$ cat src/rtl/player_hand.sv
// Per-seat blackjack hand: fetches cards from the deck on dealing strobes, keeps the running total.
// Optional build macro PLAYER_SOFT_ACE_EN: aces count 11 and are demoted to 1 when the hand would bust.
module player_hand #(
  parameter int STAND_THRESHOLD = 17,
  parameter int MAX_CARDS       = 5
) (
  input  logic       clock,
  input  logic       new_Game,
  input  logic       cardReady,
  input  logic       card_ack,
  input  logic [3:0] card_rank,
  output logic       card_req,
  output logic [4:0] totalValue,
  output logic       finish,
  output logic       bust,
  output logic [2:0] card_count,
  output logic       card_err
);

  localparam logic [4:0] THRESH = 5'(STAND_THRESHOLD);
  localparam logic [2:0] MAXC   = 3'(MAX_CARDS);

  typedef enum logic [2:0] {IDLE, REQ, ADD, CHECK, DONE} state_e;

  state_e     state_q, state_d;
  logic       pending_q, pending_d;
  logic [3:0] rank_q, rank_d;
  logic [4:0] total_q, total_d;
  logic [2:0] count_q, count_d;
  logic       finish_q, finish_d;
  logic       bust_q, bust_d;
  logic       err_q, err_d;
  logic [4:0] card_val;
  logic [5:0] sum;
`ifdef PLAYER_SOFT_ACE_EN
  logic [2:0] soft_q, soft_d, soft_tmp;
`endif

  // NOTE: every signal written here gets a default first, otherwise a latch is inferred.
  always_comb begin
    state_d   = state_q;
    pending_d = pending_q;
    rank_d    = rank_q;
    total_d   = total_q;
    count_d   = count_q;
    finish_d  = finish_q;
    bust_d    = bust_q;
    err_d     = 1'b0;
    card_val  = 5'd0;
    sum       = 6'd0;
`ifdef PLAYER_SOFT_ACE_EN
    soft_d    = soft_q;
    soft_tmp  = soft_q;
`endif

    // A deal arriving while a card is in flight is owed, not lost.
    if (cardReady && (state_q == REQ || state_q == ADD || state_q == CHECK))
      pending_d = 1'b1;

    case (state_q)
      IDLE: begin
        if (cardReady || pending_q) begin
          state_d   = REQ;
          pending_d = 1'b0;
        end
      end
      REQ: begin
        if (card_ack) begin
          if (card_rank inside {[4'd1:4'd13]}) begin
            rank_d  = card_rank;
            state_d = ADD;
          end else begin
            err_d   = 1'b1;
            state_d = IDLE;
          end
        end
      end
      ADD: begin
        if (rank_q == 4'd1) begin
`ifdef PLAYER_SOFT_ACE_EN
          card_val = 5'd11;
          soft_tmp = soft_q + 3'd1;
`else
          card_val = 5'd1;
`endif
        end else if (rank_q >= 4'd10) begin
          card_val = 5'd10;
        end else begin
          card_val = {1'b0, rank_q};
        end
        sum = {1'b0, total_q} + {1'b0, card_val};
`ifdef PLAYER_SOFT_ACE_EN
        if (sum > 6'd21 && soft_tmp != 3'd0) begin
          sum      = sum - 6'd10;
          soft_tmp = soft_tmp - 3'd1;
        end
        soft_d = soft_tmp;
`endif
        total_d = (sum > 6'd31) ? 5'd31 : sum[4:0];
        count_d = count_q + 3'd1;
        state_d = CHECK;
      end
      CHECK: begin
        if (total_q > 5'd21) begin
          bust_d   = 1'b1;
          finish_d = 1'b1;
          state_d  = DONE;
        end else if (total_q >= THRESH || count_q == MAXC) begin
          finish_d = 1'b1;
          state_d  = DONE;
        end else if (pending_q || cardReady) begin
          state_d   = REQ;
          pending_d = 1'b0;
        end else begin
          state_d = IDLE;
        end
      end
      DONE: begin
        pending_d = 1'b0;
      end
      default: state_d = IDLE;
    endcase
  end

  // NOTE: state registers use non-blocking assignments; new_Game is a synchronous clear that beats everything.
  always_ff @(posedge clock) begin
    if (new_Game) begin
      state_q   <= IDLE;
      pending_q <= 1'b0;
      rank_q    <= 4'd0;
      total_q   <= 5'd0;
      count_q   <= 3'd0;
      finish_q  <= 1'b0;
      bust_q    <= 1'b0;
      err_q     <= 1'b0;
`ifdef PLAYER_SOFT_ACE_EN
      soft_q    <= 3'd0;
`endif
    end else begin
      state_q   <= state_d;
      pending_q <= pending_d;
      rank_q    <= rank_d;
      total_q   <= total_d;
      count_q   <= count_d;
      finish_q  <= finish_d;
      bust_q    <= bust_d;
      err_q     <= err_d;
`ifdef PLAYER_SOFT_ACE_EN
      soft_q    <= soft_d;
`endif
    end
  end

  assign card_req   = (state_q == REQ);
  assign totalValue = total_q;
  assign finish     = finish_q;
  assign bust       = bust_q;
  assign card_count = count_q;
  assign card_err   = err_q;

endmodule

$ cat config.mk
export PLATFORM = sky130hd
export DESIGN_NAME = player_hand
export DESIGN_NICKNAME = d
export VERILOG_FILES = /design/src/rtl/player_hand.sv
export SDC_FILE = /design/constraint.sdc
export NUM_CORES = 1
export LEC_CHECK = 0
export BUFFER_PORTS_ARGS = -buffer_cell sky130_fd_sc_hd__buf_2
export CAP_MARGIN = 30
export CORE_ASPECT_RATIO = 0.8
export CORE_MARGIN = 3
export CORE_UTILIZATION = 26
export CTS_CLUSTER_DIAMETER = 200
export CTS_CLUSTER_SIZE = 30
export DETAILED_ROUTE_END_ITERATION = 6
export PLACE_DENSITY_LB_ADDON = 0.3
export SETUP_SLACK_MARGIN = 0.5
export SYNTH_ARGS = -nofsm -noshare
export SYNTH_HDL_FRONTEND = slang
export SYNTH_SLANG_ARGS = --single-unit
$ cat constraint.sdc
create_clock -name clock -period 2.1 [get_ports clock]
set_input_delay 0.105 -clock clock [delete_from_list [all_inputs] [get_ports clock]]
set_output_delay 0.105 -clock clock [all_outputs]
set_load 0.1 [all_outputs]
==> flow_summary.json <==
{
  "core_um2": 3637,
  "period_minus_slack_ns": 1.748,
  "overflow": 0,
  "post-dp-hpwl_um": 1798,
  "die_x_um": 76.66,
  "num_vias": 938,
  "wl_per_cell_um": 13.02,
  "netlist-cell-type-count": 41,
  "diodes": 0,
  "place_area_um2": 1216,
  "min_path_type": "primary input to flop",
  "crit_required_ns": 2.30,
  "reg2reg_slack_ns": 0.35,
  "grt_max_degree": 21,
  "pwr-share-seq": 0.453,
  "antenna_found_initial": 0,
  "p_total_uw": 888.0,
  "grt_pass1_vias": 882,
  "clk_pin_slew_worst_paths_ns": 0.07,
  "grt_pass1_wl_um": 4174,
  "utilization": 0.3853,
  "die_area_um2": 4793,
  "clkSinkCount": 19,
  "drt_iter0_drc": 44,
  "cp_cell_sequence": "o21ai_1 > and2_4 > ha_4 > inv_2 > fa_2 > nor2b_2 > o21ai_2 > a211oi_2 > o41a_1",
  "ctsHtreeMaxLevel": 1,
  "cts-buffers-inserted": 3,
  "setup_tns_ns": 0,
  "ys_seq_area_frac": 0.3663,
  "drc": 0,
  "holdWs_ns": 0.1195,
  "ios": 20,
  "netlist_instances": 113,
  "fp.dieH_um": 62.53,
  "maxCapViolCount": 0,
  "portBuffers": 19,
  "crit_path_top_delay_cell": "fa_2",
  "synth_seq_cells": 19,
  "place_congestion": 0.8548,
  "finalClockSkew_ns": 0.007989,
  "r2r_start": "rank_q[2]$_SDFFE_PP0P_",
  "power.density_cell_area_nw_per_um2": 633.7,
  "leakage_nw": 0.5590,
  "tightestPinTransition_ns": 0.4676,
  "syn_area_um2": 1038,
  "synthesis.nets": 128,
  "mostFrequentLayoutCell": "nor2_1",
  "place_worst_setup_slack_ns": 0.2049,
  "p_comb_frac": 0.252,
  "path_class": "flop to flop",
  "synthToLayoutAreaGrowth_pct": 34.94,
  "fin_area_um2": 1401,
  "clock_latency_ns": 0.26,
  "max-slew-margin-rel": 0.6856,
  "cts_tree": "built",
  "slew_viol_final": 0,
  "timing.rr.end": "totalValue[4]$_SDFFE_PP0P_",
  "yosysWarnings": 0,
  "p_sw_frac": 0.3426,
  "finalCritPeriodShare": 0.8323,
  "setup_viol": 0,
  "vias_per_cell": 4.885,
  "peakVddDrop_uv": 253.1,
  "antenna_left": 0,
  "ys.flop_type": "dfxtp_1",
  "min_path_cells": 3,
  "rows": 19,
  "clock-root-buffer": "clkbuf_8",
  "layout.nets": 156,
  "p_int_uw": 583.8,
  "crit_path_max_fanout": 2,
  "ys_async_sr_fraction": 0,
  "layout_common_cells": "nor2_1, buf_2, buf_4",
  "endpoint_kind": "flop",
  "clockPowerShare": 0.295,
  "reg2reg_depth": 9,
  "max_stage_delay_ns": 0.36,
  "hold_violations": 0,
  "firstDrtPassIters": 4,
  "synth-edff-count": 0,
  "setup_ws_ns": 0.3521,
  "outcome": "finished, final reports clean",
  "p_switching_uw": 304.2,
  "cp.arrival_ns": 1.94,
  "dp.cells": 179,
  "min_from": "card_rank[0]",
  "drive_gt1_frac": 0.4929,
  "synth_area_per_cell_um2": 9.190,
  "rsz0062_at_grt": "true",
  "fmax_mhz": 572.1,
  "initial_core_util": 0.2855,
  "hold_path_end": "rank_q[0]$_SDFFE_PP0P_",
  "groute.usage.overall": 0.1071,
  "start_kind": "flop",
  "drt_wl_total_um": 2499,
  "stdcell_count": 192,
  "cts_buffer_depth": 2
}
[worst max-delay path: cells and delay by family, from the launching register on]
family	cells	cell delay (ns)
and+or+nand+nor	2	0.29
buffers and inverters	1	0.04
adders and majority gates	2	0.48
AOI/OAI and AO/OA	4	0.56
DFF	1	0.32
[synthesized netlist by cell type (all sizes together) (2+ instances only)]
cell type,count,area (um^2)
inv,8,30.03
nor3,2,10.01
clkbuf,4,25.02
xor2,2,17.52
nor2,20,75.07
dfxtp,19,380.4
a311oi,3,26.28
a21oi,4,20.02
nand2,7,26.28
and3,2,13.77
mux2i,4,40.04
o21ai,3,15.01
ha,6,75.07
nor4,4,46.29
nor2b,2,12.51
a211oi,2,15.01
[flip-flops by register name, indices dropped and copies added, names as in the netlist]
name	count
card_err	1
state_q	3
rank_q	4
totalValue	5
bust	1
finish	1
pending_q	1
card_count	3
[worst max-delay path by stage]
stage	from	endpoint	slack [ns]	cells after the start
floorplan	rank_q[2]$_SDFFE_PP0P_	totalValue[4]$_SDFFE_PP0P_	0.32	8
global placement	rank_q[2]$_SDFFE_PP0P_	totalValue[4]$_SDFFE_PP0P_	0.26	8
detailed placement	rank_q[2]$_SDFFE_PP0P_	totalValue[4]$_SDFFE_PP0P_	0.20	8
CTS	rank_q[1]$_SDFFE_PP0P_	totalValue[4]$_SDFFE_PP0P_	0.29	9
global route	rank_q[2]$_SDFFE_PP0P_	totalValue[4]$_SDFFE_PP0P_	0.21	9
finish	rank_q[2]$_SDFFE_PP0P_	totalValue[4]$_SDFFE_PP0P_	0.35	9
[per-layer routing]
layer  up-vias  part of all wire  routed length, um  global-route usage
met2        22              0.47               1169              0.1685
met5         -                 0                  0                   0
met4         0            0.0036                  9             0.02036
li1        461                 -                  -                   -
met1       453              0.48               1194              0.1375
met3         2             0.050                126             0.04467
[power by group through the flow]
stage / clock network (mW) / registers, mW / logic, mW
2_1_floorplan: 0 / 0.464 / 0.106
3_3_place_gp: 0 / 0.411 / 0.195
3_5_place_dp: 0 / 0.412 / 0.198
4_1_cts: 0.273 / 0.402 / 0.210
5_1_grt: 0.287 / 0.405 / 0.240
6_report: 0.262 / 0.402 / 0.224
[layout make-up]
cell class,count,area [um^2]
clock inverter,1,5.005
timing repair buffer,28,165.2
tap,52,65.06
multi-input combinational,81,688.2
fill,375,2236
inverter,8,30.03
clock buffer,3,41.29
sequential,19,406.6
[kinds of logic (layout without fill, tap and decap cells)]
group | after synthesis | after routing | share of synthesized area
compound gates | 23 | 23 | 0.1639
xor+xnor | 3 | 3 | 0.02531
fa+ha+maj | 7 | 7 | 0.09157
buf+inv | 13 | 40 | 0.06385
flops | 19 | 19 | 0.3663
mux | 4 | 4 | 0.03856
simple gates | 44 | 44 | 0.2506
[repair_timing]
action	in CTS	in global routing
endpoints found under the setup margin	5	8
setup buffers	5	4
hold endpoints to repair	0	0
hold buffers	0	0
pin swaps	11	9
cloned	0	0
resized for setup	15	8
Note: power is estimated with default switching activity, not from simulation.
